==> src/rtl/sys_rst_sequencer.sv <==
// Board-level reset conditioner: debounced pads, lock supervision and a software
// request feed a hold/staged-release FSM with a sticky cause record and a wake pulse.
module sys_rst_sequencer #(
   parameter int NUM_SRC     = 2,
   parameter int NUM_STAGES  = 3,
   parameter int DEB_CYCLES  = 16,
   parameter int HOLD_CYCLES = 64,
   parameter int STAGE_GAP   = 8,
   parameter int CNT_W       = 16
) (
   input  logic                  clk,
   input  logic                  rst_n,
   input  logic [NUM_SRC-1:0]    rst_src_n,
   input  logic                  locked,
   input  logic                  sw_rst_req,
   input  logic                  wake_n,
   input  logic                  cause_clr,
   output logic [NUM_STAGES-1:0] rst_out_n,
   output logic                  all_released,
   output logic                  wake_pulse,
   output logic [NUM_SRC+1:0]    rst_cause,
   output logic [1:0]            dbg_state
);

   localparam int STG_W = (NUM_STAGES > 1) ? $clog2(NUM_STAGES) : 1;
   localparam logic [CNT_W-1:0] DEB_LAST  = CNT_W'(DEB_CYCLES - 1);
   localparam logic [CNT_W-1:0] HOLD_LAST = CNT_W'(HOLD_CYCLES - 1);
   localparam logic [CNT_W-1:0] GAP_LAST  = CNT_W'(STAGE_GAP - 1);
   localparam logic [STG_W-1:0] LAST_STG  = STG_W'(NUM_STAGES - 1);

   // dbg_state encoding: 0 RESET, 1 HOLD, 2 RELEASE, 3 RUN
   typedef enum logic [1:0] {
      ST_RESET   = 2'd0,
      ST_HOLD    = 2'd1,
      ST_RELEASE = 2'd2,
      ST_RUN     = 2'd3
   } state_t;

   logic [NUM_SRC-1:0]    src_s1_q, src_s2_q;
   logic                  lock_s1_q, lock_s2_q;
   logic                  wake_s1_q, wake_s2_q;
   logic [NUM_SRC-1:0]    src_deb_q;
   logic [CNT_W-1:0]      src_cnt_q [NUM_SRC];
   logic                  wake_deb_q;
   logic [CNT_W-1:0]      wake_cnt_q;
   logic                  wake_pulse_q;
   state_t                state_q;
   logic [CNT_W-1:0]      cnt_q;
   logic [STG_W-1:0]      stage_q;
   logic [NUM_STAGES-1:0] rst_out_q;
   logic                  all_rel_q;
   logic [NUM_SRC+1:0]    cause_q;

   logic [NUM_SRC+1:0]    cond_bits;
   logic                  cond;
   logic [NUM_SRC+1:0]    cause_base;
   logic                  wake_fall;

   always_ff @(posedge clk or negedge rst_n) begin
      if (!rst_n) begin
         src_s1_q  <= '0;
         src_s2_q  <= '0;
         lock_s1_q <= 1'b0;
         lock_s2_q <= 1'b0;
         wake_s1_q <= 1'b0;
         wake_s2_q <= 1'b0;
      end else begin
         src_s1_q  <= rst_src_n;
         src_s2_q  <= src_s1_q;
         lock_s1_q <= locked;
         lock_s2_q <= lock_s1_q;
         wake_s1_q <= wake_n;
         wake_s2_q <= wake_s1_q;
      end
   end

   // A level change is accepted only after DEB_CYCLES consecutive differing samples.
   always_ff @(posedge clk or negedge rst_n) begin
      if (!rst_n) begin
         src_deb_q <= '0;
         for (int i = 0; i < NUM_SRC; i++) begin
            src_cnt_q[i] <= '0;
         end
      end else begin
         for (int i = 0; i < NUM_SRC; i++) begin
            if (src_s2_q[i] == src_deb_q[i]) begin
               src_cnt_q[i] <= '0;
            end else if (src_cnt_q[i] == DEB_LAST) begin
               src_deb_q[i] <= src_s2_q[i];
               src_cnt_q[i] <= '0;
            end else begin
               src_cnt_q[i] <= src_cnt_q[i] + CNT_W'(1);
            end
         end
      end
   end

   assign wake_fall = (wake_s2_q != wake_deb_q) && (wake_cnt_q == DEB_LAST) && wake_deb_q;

   always_ff @(posedge clk or negedge rst_n) begin
      if (!rst_n) begin
         wake_deb_q   <= 1'b1;
         wake_cnt_q   <= '0;
         wake_pulse_q <= 1'b0;
      end else begin
         wake_pulse_q <= wake_fall;
         if (wake_s2_q == wake_deb_q) begin
            wake_cnt_q <= '0;
         end else if (wake_cnt_q == DEB_LAST) begin
            wake_deb_q <= wake_s2_q;
            wake_cnt_q <= '0;
         end else begin
            wake_cnt_q <= wake_cnt_q + CNT_W'(1);
         end
      end
   end

   assign cond_bits  = {sw_rst_req, ~lock_s2_q, ~src_deb_q};
   assign cond       = |cond_bits;
   // A clear and a new cause on the same edge: the new cause survives.
   assign cause_base = cause_clr ? '0 : cause_q;

   always_ff @(posedge clk or negedge rst_n) begin
      if (!rst_n) begin
         state_q   <= ST_RESET;
         cnt_q     <= '0;
         stage_q   <= '0;
         rst_out_q <= '0;
         all_rel_q <= 1'b0;
         cause_q   <= '0;
      end else begin
         cause_q <= cause_base;
         case (state_q)
            ST_RESET: begin
               rst_out_q <= '0;
               all_rel_q <= 1'b0;
               if (!cond) begin
                  state_q <= ST_HOLD;
                  cnt_q   <= '0;
                  stage_q <= '0;
               end
            end
            ST_HOLD: begin
               if (cond) begin
                  state_q   <= ST_RESET;
                  rst_out_q <= '0;
                  all_rel_q <= 1'b0;
                  cause_q   <= cause_base | cond_bits;
               end else if (cnt_q == HOLD_LAST) begin
                  cnt_q        <= '0;
                  rst_out_q[0] <= 1'b1;
                  stage_q      <= STG_W'(1);
                  if (NUM_STAGES == 1) begin
                     state_q   <= ST_RUN;
                     all_rel_q <= 1'b1;
                  end else begin
                     state_q <= ST_RELEASE;
                  end
               end else begin
                  cnt_q <= cnt_q + CNT_W'(1);
               end
            end
            ST_RELEASE: begin
               if (cond) begin
                  state_q   <= ST_RESET;
                  rst_out_q <= '0;
                  all_rel_q <= 1'b0;
                  cause_q   <= cause_base | cond_bits;
               end else if (cnt_q == GAP_LAST) begin
                  cnt_q              <= '0;
                  rst_out_q[stage_q] <= 1'b1;
                  if (stage_q == LAST_STG) begin
                     state_q   <= ST_RUN;
                     all_rel_q <= 1'b1;
                  end else begin
                     stage_q <= stage_q + STG_W'(1);
                  end
               end else begin
                  cnt_q <= cnt_q + CNT_W'(1);
               end
            end
            ST_RUN: begin
               if (cond) begin
                  state_q   <= ST_RESET;
                  rst_out_q <= '0;
                  all_rel_q <= 1'b0;
                  cause_q   <= cause_base | cond_bits;
               end
            end
            default: begin
               state_q   <= ST_RESET;
               rst_out_q <= '0;
               all_rel_q <= 1'b0;
            end
         endcase
      end
   end

   assign rst_out_n    = rst_out_q;
   assign all_released = all_rel_q;
   assign wake_pulse   = wake_pulse_q;
   assign rst_cause    = cause_q;
   assign dbg_state    = state_q;

endmodule

==> config.mk <==
export PLATFORM = sky130hd
export DESIGN_NAME = sys_rst_sequencer
export DESIGN_NICKNAME = d
export VERILOG_FILES = /design/src/rtl/sys_rst_sequencer.sv
export SDC_FILE = /design/constraint.sdc
export NUM_CORES = 1
export LEC_CHECK = 0
export ABC_CLOCK_PERIOD_IN_PS = 1850
export BUFFER_PORTS_ARGS = -buffer_cell sky130_fd_sc_hd__buf_4
export CAP_MARGIN = 20
export CORE_ASPECT_RATIO = 0.7
export CORE_MARGIN = 8
export CORE_UTILIZATION = 55
export DETAILED_ROUTE_END_ITERATION = 10
export PLACE_DENSITY = 0.77
export REMOVE_ABC_BUFFERS = 1
export SYNTH_ARGS = -nofsm -noshare
export SYNTH_HDL_FRONTEND = slang
export SYNTH_SLANG_ARGS = --single-unit
==> constraint.sdc <==
create_clock -name clk -period 1.85 [get_ports clk]
set_input_delay 0.2775 -clock clk [delete_from_list [all_inputs] [get_ports clk]]
set_output_delay 0.2775 -clock clk [all_outputs]
set_load 0.005 [all_outputs]
==> results.json <==
{
  "outcome": "finished with violations",
  "violations": "setup timing",
  "power.total_mw": 3.599,
  "place_area_mm2": 0.004882,
  "fin_crit_sh_pct": 110.6,
  "port_buffers": 18,
  "slew_headroom_pct": 75.44,
  "drive_gt1_share_pct": 23.09,
  "worstMarginPinSlew_ps": 365.6,
  "syn_area_per_cell_um2": 9.920,
  "antenna_found_initial": 0,
  "mostFrequentLayoutCells": "87 x dfrtp_1, 65 x buf_4, 56 x nor2_1, 39 x nand2_1, 25 x xor2_1",
  "ys_seq_elements": 88,
  "synth_cell_types": 44,
  "synth_area_leader_cell": "dfrtp_1",
  "grt_max_degree": 55,
  "criticalPathCategory": "reg2reg",
  "drt_iter0_markers": 256,
  "synth_edf_count": 0,
  "drc": 0,
  "dr.pass1.iters": 5,
  "layout_setup_ws_ps": -195.2,
  "synth.top_cell.area_share_pct": 50.68,
  "grt_overflow": 0,
  "mostFrequentLayoutCell": "dfrtp_1",
  "tns_ps": -1130,
  "path_clk_slew_ps": 90,
  "post-route-min-period_ps": 2045,
  "synth_area_mm2": 0.004295,
  "coreArea_mm2": 0.007736,
  "netlist_instances": 433,
  "end_kind": "flop",
  "setup_viol": 13,
  "fin_util_pct": 69.46,
  "slew_violations": 0,
  "rsz0062_at_grt": "yes",
  "totalWireLength_um": 9714,
  "holdWs_ps": 146.2,
  "synthTopCellsByArea": "dfrtp_1 51%, xor2_1 5.1%, nor2_1 4.9%, xnor2_1 4.1%, nand2_1 3.6%",
  "finalHoldViolations": 0,
  "cp-start-kind": "flop",
  "ios": 19,
  "insertion_delay_ps": 370,
  "clockBufferDepth": 2,
  "area_delta_synth_final_pct": 25.11,
  "die-area_mm2": 0.01094,
  "worstPathMaxFanout": 3,
  "drtAntennaViolNets": 0,
  "die_width_um": 121.6,
  "wl_per_cell_um": 15.87,
  "postLayoutCellArea_mm2": 0.005374,
  "p_leak_nw": 2.433,
  "ys_seq_area_share_pct": 51.30,
  "place_hpwl_um": 6586,
  "row_count": 27,
  "die_h_um": 89.94,
  "ys.flop_type": "dfrtp_1",
  "critPathArrivalTime_ps": 2310,
  "track_usage_pct": 18.39,
  "yosys_warnings": 0,
  "p_per_area_mw_per_mm2": 669.8,
  "hold_path.class": "in2reg",
  "clock_sinks": 88,
  "synthArstFlopShare_pct": 100.0,
  "finalClockSkew_ps": 7.791,
  "numCtsBuffers": 9,
  "nNetsFinal": 525,
  "htree_levels": 3,
  "vias": 3491,
  "grt_pass1_vias": 3356,
  "maxCapViolCount": 0,
  "maxClockFrequency_ghz": 0.4890,
  "cp.required_ps": 2120,
  "peakVddDrop_uv": 646.3,
  "via_per_inst": 5.704,
  "cts_root_buf": "clkbuf_8",
  "place.gp.congestion": 0.8523,
  "antenna_cells": 0,
  "start_util_pct": 55.52,
  "cts_tree": "built",
  "grt_pass1_wl_um": 16150
}
==> what timing repair did <==
item,4_1_cts,5_1_grt
hold buffers,5,0
gates resized for setup,10,28
pin swaps,5,5
setup endpoints to repair,13,23
hold endpoints to repair,22,0
cloned,0,0
setup buffers,3,2
==> worst max-delay path, cell delays in order (launching register included) <==
cell,delay [ps]
dfrtp_1,410
nor4_4,370
nand4_2,160
a22o_4,300
or4_4,490
a222oi_1,220
==> cell type report <==
class,instances,area [um^2]
well taps,101,126.4
clock inverters,4,76.32
fillers,579,2362
clock buffers,12,155.1
flip-flops and latches,88,2203
multi-input cells,315,2145
repair buffers,74,600.6
inverters,18,67.56
==> cells in the mapped netlist, drive strengths merged, types with 2 or more instances <==
| cell type | n |
|---|---|
| a21oi | 3 |
| a221oi | 3 |
| a22o | 2 |
| a31oi | 10 |
| and2 | 4 |
| and3 | 15 |
| and4 | 4 |
| clkbuf | 12 |
| dfrtp | 87 |
| ha | 11 |
| inv | 18 |
| mux2 | 3 |
| mux2i | 2 |
| nand2 | 41 |
| nand2b | 3 |
| nand3 | 25 |
| nand4 | 19 |
| nand4b | 2 |
| nor2 | 56 |
| nor3 | 12 |
| nor4 | 15 |
| o21ai | 14 |
| o22ai | 6 |
| o2bb2ai | 3 |
| o31ai | 2 |
| or3 | 3 |
| xnor2 | 20 |
| xor2 | 25 |
==> power breakdown <==
part	internal (mW)	switching, mW
registers	1.95	0.0195
logic	0.0455	0.0707
clock network	0.837	0.680
==> logic make-up after synthesis <==
family / synth area share, %
simple gates: 24.73
flops: 51.30
compound gates: 7.720
xor+xnor: 9.176
buf+inv: 2.621
fa+ha+maj: 3.204
mux: 1.253
==> metal layers <==
layer	vias to the layer above	GRT usage, %	routed length, um
li1	1676	-	-
met1	1711	24.57	4513
met2	88	26.93	4458
met3	16	6.933	592
met4	0	5.732	149
met5	-	0	0
==> stage by stage <==
stage	std cells	setup WS, ps
after detailed placement	586	-190.5
after floorplan	421	-248.7
final	612	-195.2
after CTS	610	-190.6
after global routing	612	-236.1
after global placement	586	-141.4
==> final timing paths <==
check,startpoint,end,slack (ps),depth (start not counted)
setup / recovery,cnt_q[11]$_DFFE_PN0P_,dbg_state[0]$_DFFE_PN0P_,-200,5
hold / removal,sw_rst_req,rst_cause[3]$_DFF_PN0_,150,2
setup reg to reg,cnt_q[11]$_DFFE_PN0P_,dbg_state[0]$_DFFE_PN0P_,-200,5
hold reg to reg,wake_s1_q$_DFF_PN0_,wake_s2_q$_DFF_PN0_,370,0
max in group asynchronous,rst_n,src_cnt_q[8]$_DFF_PN0_,950,3
min in group asynchronous,rst_n,rst_cause[3]$_DFF_PN0_,330,2
==> flip-flops by register name, summed over array words and instances, names as in the netlist <==
name	flops
all_released	1
cnt_q	16
dbg_state	2
lock_s1_q	1
lock_s2_q	1
rst_cause	4
rst_out_n	3
src_cnt_q	32
src_deb_q	2
src_s1_q	2
src_s2_q	2
stage_q	2
wake_cnt_q	16
wake_deb_q	1
wake_pulse	1
wake_s1_q	1
wake_s2_q	1
No activity file was read; power rests on OpenSTA's default activity.
